`src/rtl/ahb_apb_bridge_mslave.sv`:
```
// AHB-Lite slave to APB3 master bridge with NUM_SLV decoded APB slaves.
// Adds PREADY wait states, PSLVERR/unmapped/timeout errors as two-cycle AHB ERROR responses.
module ahb_apb_bridge_mslave #(
    parameter int ADDR_W  = 32,
    parameter int DATA_W  = 32,
    parameter int NUM_SLV = 3,
    parameter int SEL_LSB = 12,
    parameter int TIMEOUT = 255
) (
    input  logic                      Hclk,
    input  logic                      Hresetn,
    input  logic                      Hsel,
    input  logic                      Hwrite,
    input  logic                      Hreadyin,
    input  logic [1:0]                Htrans,
    input  logic [ADDR_W-1:0]         Haddr,
    input  logic [DATA_W-1:0]         HWdata,
    output logic                      Hreadyout,
    output logic [1:0]                Hresp,
    output logic [DATA_W-1:0]         HRdata,
    output logic [NUM_SLV-1:0]        Pselx,
    output logic                      Penable,
    output logic                      Pwrite,
    output logic [ADDR_W-1:0]         Paddr,
    output logic [DATA_W-1:0]         PWdata,
    input  logic [NUM_SLV*DATA_W-1:0] PRdata,
    input  logic [NUM_SLV-1:0]        Pready,
    input  logic [NUM_SLV-1:0]        Pslverr
);
    localparam int TW = (TIMEOUT > 0) ? $clog2(TIMEOUT + 1) : 1;
    localparam logic [TW-1:0] TMO_LAST = TW'((TIMEOUT > 0) ? TIMEOUT - 1 : 0);
    localparam logic [TW-1:0] TMO_MAX  = TW'(TIMEOUT);

    typedef enum logic [2:0] {
        S_IDLE, S_WDATA, S_SETUP, S_ACCESS, S_ERR1, S_ERR2
    } state_t;

    state_t              r_state;
    logic [3:0]          r_idx;
    logic [TW-1:0]       r_timer;
    logic [ADDR_W-1:0]   r_paddr;
    logic [DATA_W-1:0]   r_pwdata;
    logic                r_pwrite;

    logic                w_valid;
    logic [3:0]          w_addr_idx;
    logic                w_sel_ready;
    logic                w_sel_err;
    logic [DATA_W-1:0]   w_sel_rdata;
    logic [NUM_SLV-1:0]  w_psel;
    logic                w_done;
    logic                w_tmo;
    logic                w_accept;
    logic                w_unused_ok;

    assign w_valid     = Hsel & Hreadyin & Htrans[1];
    assign w_addr_idx  = Haddr[SEL_LSB+3:SEL_LSB];
    assign w_unused_ok = Htrans[0];

    // Per-slave mux; an out-of-range index never reaches SETUP/ACCESS so it selects nothing.
    always_comb begin
        w_sel_ready = 1'b0;
        w_sel_err   = 1'b0;
        w_sel_rdata = '0;
        w_psel      = '0;
        for (int i = 0; i < NUM_SLV; i++) begin
            if (r_idx == 4'(i)) begin
                w_sel_ready = Pready[i];
                w_sel_err   = Pslverr[i];
                w_sel_rdata = PRdata[i*DATA_W +: DATA_W];
                w_psel[i]   = 1'b1;
            end
        end
    end

    assign w_done   = (r_state == S_ACCESS) & w_sel_ready & ~w_sel_err;
    assign w_tmo    = (TIMEOUT != 0) && (r_timer == TMO_LAST);
    assign w_accept = w_valid & ((r_state == S_IDLE) | w_done);

    assign Hreadyout = (r_state == S_IDLE) | (r_state == S_ERR2) | w_done;
    assign Hresp     = ((r_state == S_ERR1) | (r_state == S_ERR2)) ? 2'b01 : 2'b00;
    assign HRdata    = w_done ? w_sel_rdata : '0;
    assign Pselx     = ((r_state == S_SETUP) | (r_state == S_ACCESS)) ? w_psel : '0;
    assign Penable   = (r_state == S_ACCESS);
    assign Pwrite    = r_pwrite;
    assign Paddr     = r_paddr;
    assign PWdata    = r_pwdata;

    always_ff @(posedge Hclk or negedge Hresetn) begin
        if (!Hresetn) begin
            r_state  <= S_IDLE;
            r_idx    <= '0;
            r_timer  <= '0;
            r_paddr  <= '0;
            r_pwdata <= '0;
            r_pwrite <= 1'b0;
        end else if (w_accept) begin
            r_paddr  <= Haddr;
            r_pwrite <= Hwrite;
            r_idx    <= w_addr_idx;
            r_timer  <= '0;
            if ({1'b0, w_addr_idx} >= 5'(NUM_SLV))
                r_state <= S_ERR1;
            else if (Hwrite)
                r_state <= S_WDATA;
            else
                r_state <= S_SETUP;
        end else begin
            case (r_state)
                S_WDATA: begin
                    r_pwdata <= HWdata;
                    r_timer  <= '0;
                    r_state  <= S_SETUP;
                end
                S_SETUP:  r_state <= S_ACCESS;
                S_ACCESS: begin
                    if (r_timer != TMO_MAX)
                        r_timer <= r_timer + 1'b1;
                    // A ready slave wins over a timeout landing in the same cycle.
                    if (w_sel_ready)
                        r_state <= w_sel_err ? S_ERR1 : S_IDLE;
                    else if (w_tmo)
                        r_state <= S_ERR1;
                end
                S_ERR1:  r_state <= S_ERR2;
                S_ERR2:  r_state <= S_IDLE;
                default: r_state <= S_IDLE;
            endcase
        end
    end
endmodule

```
`config.mk`:
```
export PLATFORM = sky130hd
export DESIGN_NAME = ahb_apb_bridge_mslave
export DESIGN_NICKNAME = d
export VERILOG_FILES = /design/src/rtl/ahb_apb_bridge_mslave.sv
export SDC_FILE = /design/constraint.sdc
export NUM_CORES = 1
export LEC_CHECK = 0
export BUFFER_PORTS_ARGS = -buffer_cell sky130_fd_sc_hd__buf_2
export CORE_ASPECT_RATIO = 2
export CORE_MARGIN = 5
export CORE_UTILIZATION = 43
export DETAILED_ROUTE_END_ITERATION = 12
export MAX_ROUTING_LAYER = met4
export PLACE_DENSITY = 0.83
export SETUP_SLACK_MARGIN = 0.4
export SYNTH_ARGS = -nofsm -noshare
export SYNTH_HDL_FRONTEND = slang
export SYNTH_SLANG_ARGS = --single-unit
export TNS_END_PERCENT = 10
```
`constraint.sdc`:
```
create_clock -name Hclk -period 2.4 [get_ports Hclk]
set_clock_uncertainty 0.05 [all_clocks]
set_input_delay 0.12 -clock Hclk [delete_from_list [all_inputs] [get_ports Hclk]]
set_output_delay 0.12 -clock Hclk [all_outputs]
set_load 0.02 [all_outputs]
```
==> results.json, run 1 <==
{
  "routed-via-count": 5434,
  "die_y_um": 153.5,
  "grt_pass1_wl_um": 26890,
  "peakVddDrop_v": 0.0008447,
  "setup_violations": 0,
  "r2r_slack_ps": 260,
  "period_share_pct": 94.45,
  "fin_crit_ps": 2267,
  "synth_area_per_cell_sq_um": 9.887,
  "cts.clk_slew.worst_paths_ps": 60,
  "seq_area_sq_mm": 0.001907,
  "reg2reg_from": "r_idx[1]",
  "die_area_sq_mm": 0.01255,
  "ys_warn_count": 0,
  "post-place-ws_ps": 308.5,
  "setup_ws_ps": 133.2,
  "hpwl_um": 12390,
  "start_kind": "flop",
  "fmax_ghz": 0.4411,
  "fill_cells": 682,
  "clk-insertion-delay-late_ps": 330,
  "synth-edff-count": 0,
  "seq_area_frac_synth_pct": 42.94,
  "clkPwrFrac_pct": 25.6,
  "slowest_delay_ps": 550,
  "cp.required_ps": 2230,
  "antenna_found_initial": 2,
  "synthCells": 448,
  "rsz0062_at_grt": "true",
  "cts.sinks": 76,
  "ant_nets": 0,
  "drtIter0Drc": 385,
  "gp_congestion": 0.8393,
  "rr_worst_depth": 8,
  "cp_data_arrival_time_ps": 2100,
  "finalMaxSlewViolations": 0,
  "finalNetCount": 937,
  "syn-cell-area_sq_mm": 0.004429,
  "slowest_stage": "a222oi_1",
  "ys_seq_elements": 76,
  "seq_power_share_pct": 35.6,
  "route.detailed.drc": 0,
  "async_flop_share_pct": 100.0,
  "fin_util_pct": 71.99,
  "synth_area_leaders": "dfrtp_1 (43%), mux2_2 (8.4%), a222oi_1 (7.2%)",
  "grt_pass1_vias": 5531,
  "synth_top_area_cell": "dfrtp_1",
  "critPathCaptureType": "output pin",
  "hold_viol": 0,
  "drive_gt1_share_pct": 52.93,
  "die_x_um": 81.77,
  "status": "completed",
  "synthDistinctLibCells": 45,
  "dp.cells": 828,
  "cts_max_level": 3,
  "slew_headroom_pct": 59.14,
  "initial_core_util_pct": 43.92,
  "worstPathMaxFanout": 33,
  "cts_buffer_depth": 2,
  "drt-wirelength-per-cell_um": 20.05,
  "wirelength_um": 18120,
  "design_power_total_w": 0.005489,
  "crit_start": "r_idx[1]",
  "placementRows": 52,
  "vias_per_cell": 6.011,
  "comb_power_share_pct": 38.8,
  "synth_ff_type": "dfrtp_1",
  "core_area_sq_mm": 0.01008,
  "p_switching_w": 0.002079,
  "multiInputGateArea_sq_mm": 0.002561,
  "grt_overflow": 0,
  "path_cells": "buf_2 -> and2_1 -> buf_12 -> a222oi_1 -> nor2_4 -> buf_4",
  "root_buffer": "clkbuf_16",
  "area_delta_synth_final_pct": 63.90,
  "cap_violations": 0,
  "hp-class": "primary input to flop",
  "cts_made_buffers": 9,
  "swShare_pct": 37.87,
  "final_cells": 904,
  "worst_pin_slew_ps": 613.0,
  "grt_max_degree": 36,
  "hold_depth": 3,
  "syn-num-nets": 623,
  "p_int_w": 0.003410,
  "port_buffers": 274,
  "dr.pass1.iters": 8,
  "cts_tree": "done",
  "pin_count": 277,
  "track_usage_pct": 27.84,
  "leakage_nw": 3.234,
  "netlist.area_leader.share_pct": 42.94,
  "critPathKind": "flop to output pin",
  "p_per_area_mw_per_mm2": 756.2,
  "hold_start": "Haddr[18]",
  "fin_setup_tns_ps": 0
}
==> final cells by class <==
cell class	count	share of cell area [%]
clock buffers	9	3.102
well taps	135	2.327
flip-flops and latches	76	26.27
multi-input cells	315	35.28
repair buffers	354	31.44
diodes	2	0.06894
inverters	6	0.3447
clock inverters	7	1.172
==> synthesized netlist by cell type, drive strengths merged (3+ instances only) <==
cell type	n
nor2b	4
nor2	38
dfrtp	76
a211oi	3
a21oi	7
nand3b	3
nand2	5
nand3	37
a22oi	34
nand4	37
inv	6
o21ai	5
nor3	7
nand2b	5
and3	4
mux2	33
buf	26
a222oi	32
o211ai	33
and2	5
clkbuf	25
==> final timing paths <==
path / to
max: HRdata[23]
min: Paddr[18]
max reg2reg: r_timer[6]
min reg2reg: PWdata[31]
max in group asynchronous: Paddr[5]
min in group asynchronous: PWdata[19]
==> flip-flops by register name, indices dropped and copies added, names as in the netlist <==
register  count
PWdata       32
Pwrite        1
Paddr        29
r_state       3
r_timer       8
r_idx         3
==> cells by family (layout without fill, tap and decap cells) <==
| logic type | after synthesis | after routing | share of synthesized area, % |
|---|---|---|---|
| AND/OR/NAND/NOR | 150 | 150 | 18.70 |
| AO/OA/AOI/OAI | 127 | 127 | 23.33 |
| flip-flops | 76 | 76 | 42.94 |
| buffers and inverters | 57 | 376 | 5.537 |
| multiplexers | 35 | 35 | 8.842 |
| adder cells (fa/ha/maj) | 2 | 2 | 0.5649 |
| other | 1 | 3 | 0.08466 |
==> power groups by stage <==
| stage | Sequential [W] | Clock, W | Combinational (W) |
|---|---|---|---|
| after floorplan | 0.00226 | 0 | 0.000936 |
| after global placement | 0.00191 | 0 | 0.00195 |
| after CTS | 0.00193 | 0.00143 | 0.00211 |
| after detailed placement | 0.00194 | 0 | 0.00202 |
| after global routing | 0.00200 | 0.00148 | 0.00227 |
| final | 0.00195 | 0.00141 | 0.00213 |
==> stage by stage <==
stage                     cell area, sq um  hold slack, ps
after global routing                  7259           10.72
after CTS                             7096         0.04680
after detailed placement              6202           58.58
after floorplan                       4720          -225.6
final                                 7259           7.874
after global placement                6202           47.21
==> placed cells by master, fill, tap and decap left out, types with 3 or more instances in the layout <==
master	n
buf_2	251
dfrtp_1	72
dlygate4sd3_1	48
buf_4	38
nand4_1	37
nand3_1	36
mux2_2	33
o211ai_1	33
a222oi_1	32
a22oi_1	32
nor2_4	30
buf_6	12
clkbuf_16	11
a21oi_1	7
nor3_1	6
inv_1	5
nand2b_1	5
and2_1	5
nor2_1	5
nand2_1	5
inv_6	5
dfrtp_2	4
and3_1	4
o21ai_0	4
nor2b_1	3
nor2_2	3
a211oi_1	3
==> metal layers <==
| metal | wire length (um) | GRT usage, % | part of all wire, % | up-vias |
|---|---|---|---|---|
| li1 | - | - | - | 2422 |
| met1 | 5647 | 26.52 | 31 | 2590 |
| met2 | 10280 | 52.49 | 57 | 358 |
| met3 | 1495 | 3.454 | 8.2 | 64 |
| met4 | 698 | 13.00 | 3.9 | 0 |
| met5 | 0 | - | 0 | - |
==> timing repair <==
| action | CTS | global route |
|---|---|---|
| resized for setup | 13 | 34 |
| pin swaps | 3 | 7 |
| hold buffers | 47 | 1 |
| gates cloned | 1 | 2 |
| buffers inserted | 6 | 1 |
| setup endpoints to repair | 73 | 80 |
| endpoints found under the hold margin | 79 | 1 |
==> worst max-delay path: cells and delay by family (launching register included) <==
kind,cells,cell delay (ps)
flops,1,470
simple gates,2,230
buf+inv,3,510
compound gates,1,550
(Power assumes the default switching activity.)
==> inputs of run 2 (changes only) <==
- CORE_UTILIZATION: 43 -> 39
- PLACE_DENSITY: 0.83 -> 0.79
- clock period: 2.4 -> 1.9 ns (I/O delays scaled with it)
==> run 2 against run 1 <==
Against the previous run:
- the flow now finishes with violations (negative setup slack)
- clock-buffer cell count unchanged
- combinational power increased by 39%
- final cell count increased by 3.9%
- largest cell class is now buffers
- flip-flop and latch count unchanged
- total power increased by 31%
==> results.json, run 2 (synthesis results as in run 1) <==
{
  "fin_area_sq_mm": 0.007807,
  "cp_data_arrival_time_ps": 2100,
  "clk-insertion-delay-late_ps": 330,
  "n_antenna_cell": 0,
  "fill_cells": 778,
  "critPathCaptureType": "output pin",
  "worst_pin_slew_ps": 609.5,
  "cts.sinks": 76,
  "p_per_area_mw_per_mm2": 918.7,
  "setup_ws_ps": -342.7,
  "hold_slack_ps": 9.182,
  "finalMaxSlewViolations": 0,
  "route.detailed.drc": 0,
  "layout_commonest_cell": "buf_2",
  "core_area_sq_mm": 0.01122,
  "place_area_sq_mm": 0.006466,
  "setup_violations": 36,
  "rsz0062_at_grt": "true",
  "critPathKind": "flop to output pin",
  "fin_crit_ps": 2243,
  "antenna_found_initial": 0,
  "status": "finished with violations",
  "slew_headroom_pct": 59.12,
  "ant_nets": 0,
  "die_y_um": 160.7,
  "seq_area_sq_mm": 0.001908,
  "grt_max_degree": 36,
  "routed-via-count": 5702,
  "grt_pass1_vias": 6008,
  "fin_util_pct": 69.60,
  "fmax_ghz": 0.4459,
  "path_cells": "buf_6 -> nor4_4 -> a221oi_4 -> buf_12 -> nand3_4 -> clkbuf_16 -> nor2_4 -> buf_6",
  "drt-wirelength-per-cell_um": 20.48,
  "cap_violations": 0,
  "hold_start": "Haddr[11]",
  "hp-class": "primary input to flop",
  "dr.pass1.iters": 9,
  "port_buffers": 274,
  "track_usage_pct": 27.63,
  "layout_common_cells": "buf_2 (247), dfrtp_1 (71), dlygate4sd3_1 (59)",
  "root_buffer": "clkbuf_16",
  "drtIter0Drc": 420,
  "grt_pass1_wl_um": 29810,
  "period_share_pct": 118.0,
  "reg2reg_from": "Paddr[15]",
  "gp_congestion": 0.9216,
  "crit_start": "Paddr[15]",
  "grt_overflow": 0,
  "cp.buffers_inverters": 4,
  "slowest_stage": "dfrtp_2",
  "hpwl_um": 13070,
  "hold_viol": 0,
  "finalNetCount": 967,
  "leakage_nw": 3.426,
  "placementRows": 55,
  "cts_tree": "done",
  "cp_top_family": "buffers and inverters",
  "dp.cells": 853,
  "area_delta_synth_final_pct": 76.27,
  "cp.required_ps": 1750,
  "pin_count": 277,
  "vias_per_cell": 6.072,
  "fin_setup_tns_ps": -10630,
  "worstPathMaxFanout": 7,
  "drive_gt1_share_pct": 54.71,
  "die_x_um": 85.36,
  "violations": "negative setup slack",
  "cts_buffer_depth": 2,
  "cts_max_level": 3,
  "multiInputGateArea_sq_mm": 0.002631,
  "wirelength_um": 19230,
  "cts.clk_slew.worst_paths_ps": 70,
  "final_cells": 939,
  "initial_core_util_pct": 39.49,
  "die_area_sq_mm": 0.01372,
  "largest_register_ffs": 32,
  "cts_made_buffers": 9,
  "peakVddDrop_v": 0.001031,
  "slowest_delay_ps": 440,
  "start_kind": "flop",
  "cpMostUsedCell": "buf_6"
}
-- run 2: changes by cell type in the layout (fill, tap and decap cells not counted), moves of 4 or more --
cell,previous run,this run
buf_6,12,32
buf_12,1,12
dlygate4sd3_1,48,59
buf_4,38,30
buf_2,251,247
nor3_1,6,2
nor3_2,1,5
-- run 2: path summary, 6_finish.rpt --
check	depth (start not counted)	slack (ps)	end
worst min-delay path	3	9	Paddr[11]
worst max register to register	7	-30	r_idx[0]
worst max-delay path	8	-340	HRdata[23]
worst min register to register	1	450	PWdata[26]
max in group asynchronous	3	1020	r_idx[2]
min in group asynchronous	2	200	r_timer[4]
-- run 2: area by class of cell --
type                            instances  area share (%)
Sequential cell                        76           24.44
Tap cell                              142           2.276
Inverter                                6          0.3205
Clock inverter                          7           1.122
Multi-Input combinational cell        315           33.70
Timing Repair Buffer                  384           35.26
Clock buffer                            9           2.885
-- run 2: timing repair --
| item | in CTS | in global routing |
|---|---|---|
| pin swaps | 59 | 14 |
| setup endpoints to repair | 113 | 113 |
| setup buffers | 6 | 2 |
| endpoints found under the hold margin | 86 | 0 |
| cloned | 2 | 1 |
| hold buffers | 59 | 0 |
| gates resized for setup | 65 | 20 |
-- run 2: metal layers --
metal,global-route usage (%),wire [um],vias up
met3,5.082,1687,83
li1,-,-,2482
met4,14.91,975,0
met5,-,0,-
met2,49.40,10460,379
met1,27.65,6103,2758
-- run 2: per-stage QoR --
step	setup WS [ps]	power, W
2_1_floorplan	-60.50	0.004038
3_3_place_gp	29.43	0.005003
3_5_place_dp	-47.12	0.005142
4_1_cts	-375.0	0.007162
5_1_grt	-427.6	0.007529
6_report	-342.7	0.007173
-- run 2: report_power, final --
| part | internal (W) | switching, W |
|---|---|---|
| clock network | 0.00105 | 0.000752 |
| registers | 0.00208 | 0.000331 |
| logic | 0.00135 | 0.00161 |
-- run 2: worst min-delay path, delay by kind of cell --
kind	cells	cell delay [ps]
buf+inv	1	100
simple gates	1	80
compound gates	1	80
==> inputs of run 3 (changes only) <==
- HOLD_SLACK_MARGIN: not set -> 0.03
==> run 3 against run 2 <==
Against the previous run:
- the flow still finishes with violations (negative setup slack)
- final cell count grew 0.75%
- first-iteration DRC count is 18% higher
- flip-flop and latch count did not move
- critical path type unchanged
==> results.json, run 3 (synthesis results as in run 1) <==
{
  "drtIter0Drc": 495,
  "slew_headroom_pct": 60.77,
  "fin_area_sq_mm": 0.007915,
  "use_met3_pct": 4.723,
  "setup_violations": 40,
  "cts.sinks": 76,
  "cts_buffer_depth": 2,
  "seq_area_sq_mm": 0.001908,
  "dr.pass1.iters": 7,
  "globalRouteMet1Util_pct": 28.37,
  "violations": "negative setup slack",
  "place_area_sq_mm": 0.006466,
  "fin_util_pct": 70.56,
  "grt_overflow": 0,
  "n_antenna_cell": 0,
  "vias_per_cell": 6.000,
  "leakage_nw": 3.459,
  "die_y_um": 160.7,
  "multiInputGateArea_sq_mm": 0.002631,
  "fin_setup_tns_ps": -10960,
  "rsz0062_at_grt": "true",
  "port_buffers": 274,
  "hold_viol": 0,
  "placementRows": 55,
  "cp.required_ps": 1750,
  "critPathKind": "flop to output pin",
  "cts_made_buffers": 9,
  "peakVddDrop_v": 0.001080,
  "status": "finished with violations",
  "start_kind": "flop",
  "pin_count": 277,
  "gp_congestion": 0.9216,
  "layout_commonest_cell": "buf_2",
  "wirelength_um": 19360,
  "r2r_slack_ps": -20,
  "hpwl_um": 13070,
  "cts.clk_slew.worst_paths_ps": 70,
  "route.detailed.drc": 0,
  "cp_top_family": "buffers and inverters",
  "hold_slack_ps": 199.5,
  "routed-via-count": 5676,
  "drive_gt1_share_pct": 54.23,
  "grt_max_degree": 36,
  "area_delta_synth_final_pct": 78.70,
  "grt_pass1_wl_um": 29840,
  "cts_max_level": 3,
  "cap_violations": 0,
  "antenna_found_initial": 0,
  "track_usage_pct": 27.60,
  "p_per_area_mw_per_mm2": 908.2,
  "top_usage_layer": "met2",
  "ant_nets": 0,
  "root_buffer": "clkbuf_16",
  "finalNetCount": 974,
  "hp-class": "primary input to async pin",
  "cts_tree": "done",
  "period_share_pct": 118.6,
  "fin_crit_ps": 2254,
  "cp_data_arrival_time_ps": 2110,
  "die_area_sq_mm": 0.01372,
  "finalMaxSlewViolations": 0,
  "setup_ws_ps": -354.3,
  "design_power_total_w": 0.007188,
  "cpMostUsedCell": "buf_6",
  "worstPathMaxFanout": 7,
  "cp.buffers_inverters": 4,
  "path_cells": "buf_6 -> nor4_4 -> a221oi_4 -> buf_12 -> nand3_4 -> clkbuf_16 -> nor2_4 -> buf_6",
  "grt_pass1_vias": 5983,
  "drt-wirelength-per-cell_um": 20.46,
  "slowest_delay_ps": 450,
  "clk-insertion-delay-late_ps": 330,
  "core_area_sq_mm": 0.01122,
  "initial_core_util_pct": 39.49,
  "worst_pin_slew_ps": 585.0,
  "critPathCaptureType": "output pin",
  "slowest_stage": "dfrtp_2",
  "fmax_ghz": 0.4436,
  "die_x_um": 85.36,
  "largest_register_ffs": 32,
  "met2_usage_pct": 49.58,
  "layout_common_cells": "buf_2 (241), dfrtp_1 (71), dlygate4sd3_1 (66)",
  "fill_cells": 752
}
run 3: area by class of cell:
class	count	share of cell area, %
Timing Repair Buffer	391	36.14
Inverter	6	0.3162
Sequential cell	76	24.11
Tap cell	142	2.245
Clock buffer	9	2.845
Clock inverter	7	1.107
Multi-Input combinational cell	315	33.24
run 3: what timing repair did:
| item | 4_1_cts | 5_1_grt |
|---|---|---|
| hold buffers | 66 | 0 |
| buffers inserted | 6 | 2 |
| cloned | 2 | 1 |
| endpoints found under the hold margin | 128 | 0 |
| endpoints found under the setup margin | 113 | 113 |
| pin swaps | 59 | 9 |
| gates resized for setup | 65 | 31 |
run 3: report_power, final:
part | switching [W] | total, W | internal [W]
Combinational | 0.00161 | 0.00297 | 0.00135
Clock | 0.000753 | 0.00181 | 0.00105
Sequential | 0.000335 | 0.00242 | 0.00208
Total | 0.00270 | 0.00719 | 0.00449
run 3: final timing paths:
kind,cells after the start,to,from
setup / recovery,8,HRdata[7],Paddr[15]
hold / removal,2,r_timer[4],Hresetn
setup reg to reg,7,r_idx[0],Paddr[15]
hold reg to reg,1,PWdata[17],PWdata[17]
max in group asynchronous,3,r_idx[2],Hresetn
min in group Hclk,4,r_state[2],Haddr[14]
run 3: stage by stage:
| stage | setup slack, ps | std cells |
|---|---|---|
| global route | -442.0 | 946 |
| global placement | 29.43 | 853 |
| finish | -354.3 | 946 |
| floorplan | -60.50 | 448 |
| detailed placement | -47.12 | 853 |
| CTS | -375.0 | 943 |
run 3: layer usage:
layer | wire length, um | part of all wire (%)
met1 | 6056 | 31
met2 | 10650 | 55
met3 | 1821 | 9.4
met4 | 826 | 4.3
met5 | 0 | 0
run 3: worst register-to-register path: cells and delay by family (launching register included):
family | cells | cell delay (ps)
AO/OA/AOI/OAI | 2 | 360
buffers and inverters | 3 | 530
AND/OR/NAND/NOR | 2 | 450
flip-flops | 1 | 450
